**src/rtl/pim_mem_pkg.sv**
```systemverilog
// Shared types and helpers for the PIM memory controller.
// Holds the FSM state enum, the IO error pattern and the IO window decode.
package pim_mem_pkg;

    typedef enum logic [2:0] {
        IDLE,
        RAM_WR,
        RAM_RD,
        IO_WR,
        IO_RD,
        IO_WAIT_W,
        IO_WAIT_R
    } mem_state_t;

    localparam logic [31:0] IO_ERR_DATA = 32'hDEAD_BEEF;

    // Store payload latched at acceptance; shared by the RAM and IO write ports.
    typedef struct packed {
        logic [31:0] data;
        logic [3:0]  mask;
    } wr_req_t;

    // 33-bit compare so a window ending exactly at 2^32 does not wrap.
    function automatic logic is_io_addr(input logic [31:0] addr,
                                        input logic [31:0] base,
                                        input int unsigned nch);
        logic [32:0] a;
        logic [32:0] lo;
        logic [32:0] hi;
        a  = {1'b0, addr};
        lo = {1'b0, base};
        hi = lo + 33'(4 * nch);
        return (a >= lo) && (a < hi);
    endfunction

endpackage

```
**src/rtl/pim_io_wait_timer.sv**
```systemverilog
// Counts busy cycles in an IO wait state and flags when the limit is reached.
// Instantiated only when MEMCTRL_IO_TIMEOUT_EN is defined.
module pim_io_wait_timer #(
    parameter int IO_TIMEOUT = 255
) (
    input  logic clk,
    input  logic reset,
    input  logic clear,
    input  logic busy,
    output logic limit_hit
);

    localparam int CW = (IO_TIMEOUT > 1) ? $clog2(IO_TIMEOUT + 1) : 1;

    logic [CW-1:0] count;

    always_ff @(posedge clk) begin
        if (reset || clear)
            count <= '0;
        else if (busy)
            count <= count + 1'b1;
    end

    // Fires on the busy cycle that would bring the count to IO_TIMEOUT.
    assign limit_hit = busy && (count == CW'(IO_TIMEOUT - 1));

endmodule

```
**src/rtl/pim_mem_controller.sv**
```systemverilog
// Core load/store port to on-chip RAM plus IO_CH memory-mapped IO channels.
// Optional IO wait timeout with sticky error: define MEMCTRL_IO_TIMEOUT_EN.
module pim_mem_controller
    import pim_mem_pkg::*;
#(
    parameter int          RAM_AW     = 10,
    parameter int          RAM_RD_LAT = 1,
    parameter int          IO_CH      = 4,
    parameter logic [31:0] IO_BASE    = 32'hFFFF_FFF0,
    parameter int          IO_TIMEOUT = 255,
    localparam int         CH_W       = (IO_CH > 1) ? $clog2(IO_CH) : 1
) (
    input  logic              clk,
    input  logic              reset,
    input  logic [31:0]       riscv_addr,
    input  logic [31:0]       riscv_wdata,
    input  logic [3:0]        riscv_wmask,
    input  logic              riscv_rstrb,
    input  logic              riscv_wen,
    output logic [31:0]       riscv_rdata,
    output logic              riscv_rbusy,
    output logic              riscv_wbusy,
    output logic [RAM_AW-1:0] ram_addr,
    output logic [31:0]       ram_wdata,
    output logic [3:0]        ram_byteena,
    output logic              ram_wen,
    output logic              ram_rden,
    input  logic [31:0]       ram_rdata,
    output logic [CH_W-1:0]   io_ch,
    output logic [31:0]       io_wdata,
    output logic [3:0]        io_wmask,
    output logic              io_wen,
    output logic              io_ren,
    input  logic [31:0]       io_rdata,
    input  logic [IO_CH-1:0]  io_busy,
    output logic              io_timeout_err
);

    if (RAM_RD_LAT < 1 || RAM_RD_LAT > 4 || IO_CH < 1 || IO_CH > 16 || IO_TIMEOUT < 1) begin : g_bad_param
        $error("pim_mem_controller: parameter out of range");
    end

    mem_state_t          state_q;
    mem_state_t          state_d;
    logic [RAM_RD_LAT:0] vld_pipe;
    wr_req_t             req_q;
    logic                io_hit;
    logic                accept;
    logic                rd_go;
    logic                sel_busy;
    logic                tmo;

    assign io_hit   = is_io_addr(riscv_addr, IO_BASE, IO_CH);
    assign accept   = (state_q == IDLE) && (riscv_wen || riscv_rstrb);
    assign rd_go    = (state_q == IDLE) && (state_d == RAM_RD);
    assign sel_busy = io_busy[io_ch];

    always_comb begin
        state_d     = state_q;
        riscv_wbusy = 1'b0;
        riscv_rbusy = 1'b0;
        ram_wen     = 1'b0;
        io_wen      = 1'b0;
        io_ren      = 1'b0;
        case (state_q)
            IDLE: begin
                // Store wins over a coincident load; the load is dropped.
                if (riscv_wen)
                    state_d = io_hit ? IO_WR : RAM_WR;
                else if (riscv_rstrb)
                    state_d = io_hit ? IO_RD : RAM_RD;
            end
            RAM_WR: begin
                riscv_wbusy = 1'b1;
                ram_wen     = 1'b1;
                state_d     = IDLE;
            end
            RAM_RD: begin
                riscv_rbusy = 1'b1;
                if (vld_pipe[RAM_RD_LAT])
                    state_d = IDLE;
            end
            IO_WR: begin
                riscv_wbusy = 1'b1;
                io_wen      = 1'b1;
                state_d     = IO_WAIT_W;
            end
            IO_RD: begin
                riscv_rbusy = 1'b1;
                io_ren      = 1'b1;
                state_d     = IO_WAIT_R;
            end
            IO_WAIT_W: begin
                riscv_wbusy = 1'b1;
                if (!sel_busy || tmo)
                    state_d = IDLE;
            end
            IO_WAIT_R: begin
                riscv_rbusy = 1'b1;
                if (!sel_busy || tmo)
                    state_d = IDLE;
            end
            default: state_d = IDLE;
        endcase
    end

    // vld_pipe[0] marks the read-enable cycle; vld_pipe[RAM_RD_LAT] is the data cycle.
    assign ram_rden = vld_pipe[0];

    always_ff @(posedge clk) begin
        if (reset) begin
            state_q     <= IDLE;
            vld_pipe    <= '0;
            req_q       <= '0;
            ram_addr    <= '0;
            io_ch       <= '0;
            riscv_rdata <= '0;
        end else begin
            state_q  <= state_d;
            vld_pipe <= {vld_pipe[RAM_RD_LAT-1:0], rd_go};
            if (accept) begin
                ram_addr <= riscv_addr[RAM_AW+1:2];
                io_ch    <= CH_W'((riscv_addr - IO_BASE) >> 2);
                req_q    <= '{data: riscv_wdata, mask: riscv_wmask};
            end
            if (state_q == RAM_RD && vld_pipe[RAM_RD_LAT])
                riscv_rdata <= ram_rdata;
            else if (state_q == IO_WAIT_R && !sel_busy)
                riscv_rdata <= io_rdata;
            else if (state_q == IO_WAIT_R && tmo)
                riscv_rdata <= IO_ERR_DATA;
        end
    end

    assign ram_wdata   = req_q.data;
    assign ram_byteena = req_q.mask;
    assign io_wdata    = req_q.data;
    assign io_wmask    = req_q.mask;

`ifdef MEMCTRL_IO_TIMEOUT_EN
    logic wait_clr;
    logic wait_busy;
    logic err_q;

    // Counter restarts on the pulse cycle, i.e. just before entering a wait state.
    assign wait_clr  = (state_q == IO_WR) || (state_q == IO_RD);
    assign wait_busy = ((state_q == IO_WAIT_W) || (state_q == IO_WAIT_R)) && sel_busy;

    pim_io_wait_timer #(
        .IO_TIMEOUT (IO_TIMEOUT)
    ) u_wait_timer (
        .clk       (clk),
        .reset     (reset),
        .clear     (wait_clr),
        .busy      (wait_busy),
        .limit_hit (tmo)
    );

    always_ff @(posedge clk) begin
        if (reset)
            err_q <= 1'b0;
        else if (tmo)
            err_q <= 1'b1;
    end

    assign io_timeout_err = err_q;
`else
    assign tmo            = 1'b0;
    assign io_timeout_err = 1'b0;
`endif

endmodule

```
**config.mk**
```make
export PLATFORM = sky130hd
export DESIGN_NAME = pim_mem_controller
export DESIGN_NICKNAME = d
export VERILOG_FILES = /design/src/rtl/pim_mem_pkg.sv /design/src/rtl/pim_io_wait_timer.sv /design/src/rtl/pim_mem_controller.sv
export SDC_FILE = /design/constraint.sdc
export NUM_CORES = 1
export LEC_CHECK = 0
export CORE_ASPECT_RATIO = 0.5
export CORE_UTILIZATION = 32
export DETAILED_ROUTE_END_ITERATION = 12
export PLACE_DENSITY = 0.82
export SLEW_MARGIN = 25
export SYNTH_ARGS = -nofsm -noshare
export SYNTH_HDL_FRONTEND = slang
export SYNTH_HIERARCHICAL = 1
export SYNTH_SLANG_ARGS = --single-unit
```
**constraint.sdc**
```tcl
create_clock -name clk -period 2.1 [get_ports clk]
set_input_delay 0.21 -clock clk [delete_from_list [all_inputs] [get_ports clk]]
set_output_delay 0.21 -clock clk [all_outputs]
set_load 0.01 [all_outputs]
```
==> results of run 1 <==
==> metal layers <==
metal  vias to the layer above  part of all wire (%)
met5                         -                     0
met4                         0                   1.3
met3                        15                   4.9
met2                        97                    53
met1                      1810                    41
li1                       1878                     -
==> cells by family after synthesis <==
| kind of cell | after synthesis | share of synthesized area [%] |
|---|---|---|
| other cells | 1 | 0.0987 |
| buf+inv | 73 | 12.0 |
| compound gates | 90 | 18.7 |
| mux | 33 | 9.02 |
| simple gates | 149 | 16.0 |
| xor+xnor | 2 | 0.461 |
| flops | 83 | 43.7 |
==> timing repair <==
item	4_1_cts	5_1_grt
setup endpoints to repair	0	33
resized for setup	0	6
hold endpoints to repair	0	0
setup buffers	0	1
==> cell usage after synthesis, drive strengths merged <==
master	count
dfxtp	83
mux4	1
a211oi	32
o21ai	4
inv	3
buf	52
nand2	94
nand2b	1
nor4	2
nor2b	2
xnor2	2
a21oi	48
and4	1
and3	1
a221oi	1
nor3	3
nand4	8
clkbuf	18
conb	1
nor2	36
a32o	1
o21a	1
a311o	1
a2111oi	1
nor3b	1
mux2i	32
o22ai	1
==> report_power, final <==
part	switching, mW	leakage, nW	internal [mW]
clock	0.600	0.145	0.947
combinational	0.798	1.50	0.987
sequential	0.150	0.679	1.77
total	1.55	2.32	3.70
==> state kept, by name, summed over array words and instances (netlist names) <==
signal       count
vld_pipe         2
io_wdata        32
riscv_rdata     32
state_q          3
io_wmask         4
ram_addr        10
==> per-stage QoR <==
step           hold WS, ps  std cells
2_1_floorplan          336        431
3_3_place_gp           440        802
3_5_place_dp           449        802
4_1_cts                176        818
5_1_grt                204        820
6_report               192        820
==> cell type report <==
class	instances	area share [%]
clock inverters	5	0.786
inverters	3	0.168
multi-input cells	275	25.4
repair buffers	284	42.2
flip-flops and latches	83	24.9
well taps	159	2.97
clock buffers	11	3.63
==> worst max-delay path: cells and delay by family, from the launching register on <==
kind	cells	cell delay (ps)
flops	1	330
buf+inv	2	400
simple gates	1	60
mux	1	580
compound gates	2	520
==> final timing paths <==
check | slack, ps | end | startpoint | cells after the start
setup reg to reg | 120 | riscv_rdata[31] | ram_addr[0] | 6
hold / removal | 190 | vld_pipe[0] | reset | 4
setup / recovery | 120 | riscv_rdata[31] | ram_addr[0] | 6
hold reg to reg | 450 | ram_addr[6] | ram_addr[6] | 2
==> parameters.txt, run 1 <==
Parameter                              Value

Setup path
  Crit path arrival time ... roughly 2200 ps
  Critical-path top delay cell ... mux4_2
  Worst setup SP type ... flip-flop
  Worst Path Max Fanout ... 30
  Worst endpoint required time ... around 2300 ps
  Type of destination of the critical path ... flip-flop
  Ordered list of cells on the worst path ... mux4_2 > a2111oi_4 > buf_4 > clkbuf_16 > nor2_1 > a211oi_1
  Crit path largest cell delay ... between 500 and 600 ps
  Setup Crit Path Kind ... flip-flop to flip-flop

Yosys
  Largest cells by area after synthesis ... dfxtp_1 (44%), nand2_1 (9.3%), a211oi_2 (9.2%)
  Top-area cell type share of the netlist area ... a little over two fifths
  Yosys warnings ... 6
  Sequential element share of the synthesized area ... a little over two fifths
  Cell area after synthesis ... between 3000 and 4000 um2
  Unique cell type count in the Yosys netlist ... 32
  Gate count of the mapped netlist ... between 400 and 500
  Average instance area after synthesis ... roughly 8.8 um2
  Number of storage elements in the synthesis netlist ... 83
  Post-synthesis net count ... 571
  Cell type contributing the most total cell area after synthesis ... dfxtp_1

Timing
  Normalized max-slew margin ... about three fifths
  Unrepaired setup endpoints after global routing ... no
  Measured slew at the worst slew-check pin ... ~570 ps
  Fmax ... slightly above 500 MHz
  Shortest clock period the worst path allows after layout ... 1980 ps
  Total count of max-transition violations in the final report ... 0
  Count of endpoints failing setup in the final report ... 0
  Final worst setup slack ... 120 ps
  TNS Setup ... 0 ps
  Final clock skew ... about 4.5 ps
  Number of hold violations in the final report ... 0
  Crit share post-route ... approximately 94%

Clock tree
  CTS H-Tree Depth ... 3
  Number of buffers added by the clock tree synthesis step ... 9
  Post-cts hold buffer count ... 0
  Clock Path Buffers ... 2
  CTS tree ... done
  Clk Latency, worst-skew pair ... between 300 and 400 ps
  Root cell of the clock tree ... clkbuf_16
  CTS clock-pin slew for the worst setup and hold paths ... around 60 ps
  Clock sink count ... 83

Final layout
  End-of-flow core utilization ... roughly three fifths
  Register cell area after layout ... about 1700 um2
  Leading cell type in the layout, fill and taps excluded ... clkdlybuf4s50_1
  Finished layout cell area ... roughly 6700 um2
  Commonest cells after routing, fill and taps aside ... clkdlybuf4s50_1 (258), nand2_1 (94), dfxtp_1 (81), a21oi_1 (48), nor2_1 (36)
  Fin nets ... slightly below 800
  Fraction of layout cells with a size suffix above 1 ... around 11%
  Area of combinational cells with multiple inputs ... around 1700 um2
  Layout filler cell count ... about 1.0k
  P&R area growth vs syn ... 76.0%
  Number of antenna repair diodes ... 0

Placement
  Post-placement cell area ... around 6400 um2
  Detail Placement HPWL ... 9450 um
  Weighted congestion reported at the end of routability-driven placement ... around 0.82
  Worst slack after detailed placement ... -218 ps
  Count of input and output buffers ... approximately 260

Global route
  Congestion Overflow GR ... 0
  GR Layer Usage met1 ... 21.2%
  Total routing usage reported by global routing ... a little under a fifth
  Global-route met2 utilization ... around 36%
  Global routing usage on met3 ... around 4.6%
  First-pass GRT wire length ... approximately 18000 um
  Number of global-route vias before repair ... between 3k and 4k
  Routing layer with the top usage in global route ... met2
  Largest net degree at the start of global routing ... around 60
  Antenna violations before repair ... 0

Floorplan
  Std-Cell Rows ... 27
  Initial core utilization ... 33.7%
  Io pins ... between 200 and 300
  Overall die width ... 156 um
  Height of the die ... slightly below 80 um
  Core ar. ... 11300 um2
  Total Die Area ... approximately 12000 um2

Routing
  Drt initial violations ... approximately 120
  Number of design rule violations left after detail routing ... 0
  Antenna-violating nets left ... 0
  Detailed-router iteration count before antenna repair ... 4
  Vias per cell ... between 4 and 5
  Routed via count ... around 3.8k
  Sum of routed wire length over all layers ... approximately 12000 um
  Routed wire length per instance ... 15.0 um

Pwr
  Power Total ... 5.25 mW
  Power Dens Cells ... 785 nW/um2
  Leak pwr ... about 2.3 nW
  Peak VDD IR ... 0.422 mV

Min path
  Worst hold path type ... input pin to flip-flop

Run status
  Run status ... finished clean

Flow run
  Number of max-cap violations ... 0
(Power assumes the default switching activity.)
==> run 2, diff against run 1 <==
--- a/config.mk
+++ b/config.mk
@@ -6,11 +6,10 @@
 export NUM_CORES = 1
 export LEC_CHECK = 0
 export CORE_ASPECT_RATIO = 0.5
-export CORE_UTILIZATION = 32
+export CORE_UTILIZATION = 38
 export DETAILED_ROUTE_END_ITERATION = 12
-export PLACE_DENSITY = 0.82
+export PLACE_DENSITY = 0.91
 export SLEW_MARGIN = 25
 export SYNTH_ARGS = -nofsm -noshare
 export SYNTH_HDL_FRONTEND = slang
-export SYNTH_HIERARCHICAL = 1
 export SYNTH_SLANG_ARGS = --single-unit
==> constraint.sdc (replaced) <==
create_clock -name clk -period 2.41 [get_ports clk]
set_input_delay 0.241 -clock clk [delete_from_list [all_inputs] [get_ports clk]]
set_output_delay 0.241 -clock clk [all_outputs]
set_load 0.01 [all_outputs]
==> run 2 against run 1 <==
Clock-buffer cell count is the same. Area after synthesis is the same. Worst setup slack improved by 46 ps. Fmax fell by 12%. Global-route usage increased by 2.8 points. Final cell count fell by 5.6%. Register-to-register slack better by 50 ps. Largest power group unchanged. Core utilization grew 8.7 points. Critical path depth fell by 1. Via count is 3.3% lower. Combinational power is 16% lower. Cell area down 2.8%.
==> parameters.txt, run 2 <==
Parameter                              Value

Setup path
  Setup Crit Path Kind ... flip-flop to flip-flop
  Crit Reg-Reg Startpoint ... ram_addr[0]
  Worst setup SP type ... flip-flop
  Endpoint of the worst register-to-register path ... riscv_rdata[26]
  Worst-case reg-to-reg path depth ... 5 (-1)
  Crit path arrival time ... 2480 ps (+260 ps)
  Setup slack on the worst flop-to-flop path ... 170 ps (+50 ps)
  Kind of cell adding the most delay to the critical path ... compound AO/OA/AOI/OAI gates
  Ordered list of cells on the worst path ... mux4_2 > a2111oi_4 > buf_12 > nor2_1 > a211oi_2
  Number of buffer and inverter instances along the worst setup path ... 1 (-1)
  Worst endpoint required time ... 2640 ps (+300 ps)
  Worst Path Max Fanout ... 64 (+110%)
  Critical-path top delay cell ... mux4_2
  Type of destination of the critical path ... flip-flop
  Crit path largest cell delay ... 630 ps (+50 ps)

Clock tree
  CTS H-Tree Depth ... 3 (unchanged)
  # resized after CTS ... 0 (unchanged)
  Root cell of the clock tree ... clkbuf_16
  Clk Latency, worst-skew pair ... 320 ps (about the same)
  CTS tree ... done
  Post-CTS setup buffer count ... 0 (unchanged)
  Clock sink count ... 83 (unchanged)
  Clock Path Buffers ... 2 (unchanged)
  CTS clock-pin slew for the worst setup and hold paths ... 60 ps (about the same)
  Number of buffers added by the clock tree synthesis step ... 9 (unchanged)
  Post-cts hold buffer count ... 0 (unchanged)

Timing
  Shortest clock period the worst path allows after layout ... 2240 ps (+264 ps)
  TNS Setup ... 0 ps (unchanged)
  Measured slew at the worst slew-check pin ... 620 ps (+46.6 ps)
  Normalized max-slew margin ... 58.3% (-3.5 points)
  Unrepaired setup endpoints after global routing ... no
  Final clock skew ... 5.78 ps (+1.23 ps)
  Final worst setup slack ... 166 ps (+46.0 ps)
  Count of endpoints failing setup in the final report ... 0 (unchanged)
  Fmax ... 446 MHz (-12%)
  Fin Hold WS ... 349 ps (+158 ps)
  Crit share post-route ... 93.1% (-1.2 points)
  Total count of max-transition violations in the final report ... 0 (unchanged)
  Number of hold violations in the final report ... 0 (unchanged)

Pwr
  Peak VDD IR ... 0.463 mV (+9.7%)
  Leak pwr ... 2.21 nW (-4.7%)
  Power Dens Cells ... 695 nW/um2 (-11%)
  Power Total ... 4.52 mW (-14%)

Floorplan
  Overall die width ... 143 um (-8.1%)
  Std-Cell Rows ... 25 (-7.4%)
  Initial core utilization ... 39.7% (+6.0 points)
  Total Die Area ... 10400 um2 (-16%)
  Core ar. ... 9570 um2 (-15%)
  Height of the die ... 72.7 um (-8.0%)
  Io pins ... 263 (unchanged)

Yosys
  Largest cells by area after synthesis ... dfxtp_1 (44%), nand2_1 (9.3%), a211oi_2 (9.2%)
  Top-area cell type share of the netlist area ... 43.7% (unchanged)
  Yosys warnings ... 0 (-6)
  Most frequent cells after synthesis ... nand2_1 (94), dfxtp_1 (83), a21oi_1 (48), buf_4 (42), nor2_1 (36)
  Sequential element share of the synthesized area ... 43.7% (unchanged)
  Unique cell type count in the Yosys netlist ... 32 (unchanged)
  Post-synthesis async set-or-reset flop share ... 0% (unchanged)
  Post-synthesis net count ... 571 (unchanged)
  Number of storage elements in the synthesis netlist ... 83 (unchanged)
  Gate count of the mapped netlist ... 431 (unchanged)
  Post-synth top flop ... dfxtp_1
  Average instance area after synthesis ... 8.82 um2 (unchanged)
  Post-synth EDFFs ... 0 (unchanged)
  Cell type contributing the most total cell area after synthesis ... dfxtp_1
  Cell area after synthesis ... 3800 um2 (unchanged)
  Library cell with the highest instance count after synthesis ... nand2_1

Placement
  Detail Placement HPWL ... 8850 um (-6.3%)
  Count of input and output buffers ... 259 (unchanged)
  Weighted congestion reported at the end of routability-driven placement ... 0.841 (+3.0%)
  Post-placement cell area ... 6210 um2 (-2.3%)
  Cells after DPL ... 761 (-5.1%)
  Worst slack after detailed placement ... -51.2 ps (+167 ps)

Final layout
  P&R area growth vs syn ... 71.1%
  Number of antenna repair diodes ... 0 (unchanged)
  Fin nets ... 777 (-2.4%)
  End-of-flow core utilization ... 67.9% (+8.7 points)
  Leading cell type in the layout, fill and taps excluded ... clkdlybuf4s50_1
  Finished layout cell area ... 6500 um2 (-2.8%)
  Fraction of layout cells with a size suffix above 1 ... 8.14% (-3.2 points)
  Commonest cells after routing, fill and taps aside ... clkdlybuf4s50_1 (258), nand2_1 (94), dfxtp_1 (83), a21oi_1 (48), nor2_1 (36)
  Cell Count, Final, Fillers Out ... 774 (-5.6%)

Min path
  Hold Path Origin ... reset
  Worst Hold Path EP ... vld_pipe[1]
  Hold Path Depth ... 2 (-2)
  Worst hold path type ... input pin to flip-flop

Global route
  Congestion Overflow GR ... 0 (unchanged)
  First-pass GRT wire length ... 17600 um (-3.6%)
  Largest net degree at the start of global routing ... 65 (+6.6%)
  Total routing usage reported by global routing ... 21.8% (+2.8 points)
  Number of global-route vias before repair ... 3564 (-0.47%)
  Antenna violations before repair ... 0 (unchanged)

Routing
  Detailed-router iteration count before antenna repair ... 4 (unchanged)
  Routed wire length per instance ... 15.0 um (+0.40%)
  Drt initial violations ... 133 (+13%)
  Number of design rule violations left after detail routing ... 0 (unchanged)
  Vias per cell ... 4.75 (+2.5%)
  Sum of routed wire length over all layers ... 11600 um (-5.2%)
  Antenna-violating nets left ... 0 (unchanged)
  Routed via count ... 3675 (-3.3%)

Run status
  Run status ... finished clean

Flow run
  Number of max-cap violations ... 0 (unchanged)
[run 2: kinds of logic after synthesis]
logic type             share of synthesized area, %
XOR/XNOR                                      0.461
multiplexers                                   9.02
other                                        0.0987
flip-flops                                     43.7
AND/OR/NAND/NOR                                16.0
AO/OA/AOI/OAI                                  18.7
buffers and inverters                          12.0
[run 2: area by class of cell]
class / instances / area (um2)
tap: 135 / 169
multi-input combinational: 275 / 1700
inverter: 3 / 11.3
fill: 766 / 3070
timing repair buffer: 265 / 2670
clock inverter: 2 / 37.5
sequential: 83 / 1660
clock buffer: 11 / 253
[run 2: worst max-delay path by stage]
stage | endpoint | slack [ps] | from | depth (start not counted)
after floorplan | riscv_rdata[10] | 290 | ram_addr[0] | 4
after global placement | riscv_rdata[9] | 30 | io_busy[0] | 6
after detailed placement | riscv_rdata[29] | -50 | io_busy[0] | 6
after CTS | riscv_rdata[26] | 190 | ram_addr[0] | 5
after global routing | riscv_rdata[0] | 4 | ram_addr[0] | 5
final | riscv_rdata[26] | 170 | ram_addr[0] | 5
[run 2: power by group]
group	switching [mW]	total, mW	internal, mW
Sequential	0.153	1.69	1.54
Clock	0.485	1.33	0.841
Combinational	0.665	1.50	0.838
[run 2: per-layer routing]
layer | routed length, um | GRT usage, %
met2 | 6280 | 41.7
met5 | 0 | 0
met3 | 464 | 4.53
met4 | 184 | 6.38
met1 | 4690 | 24.7
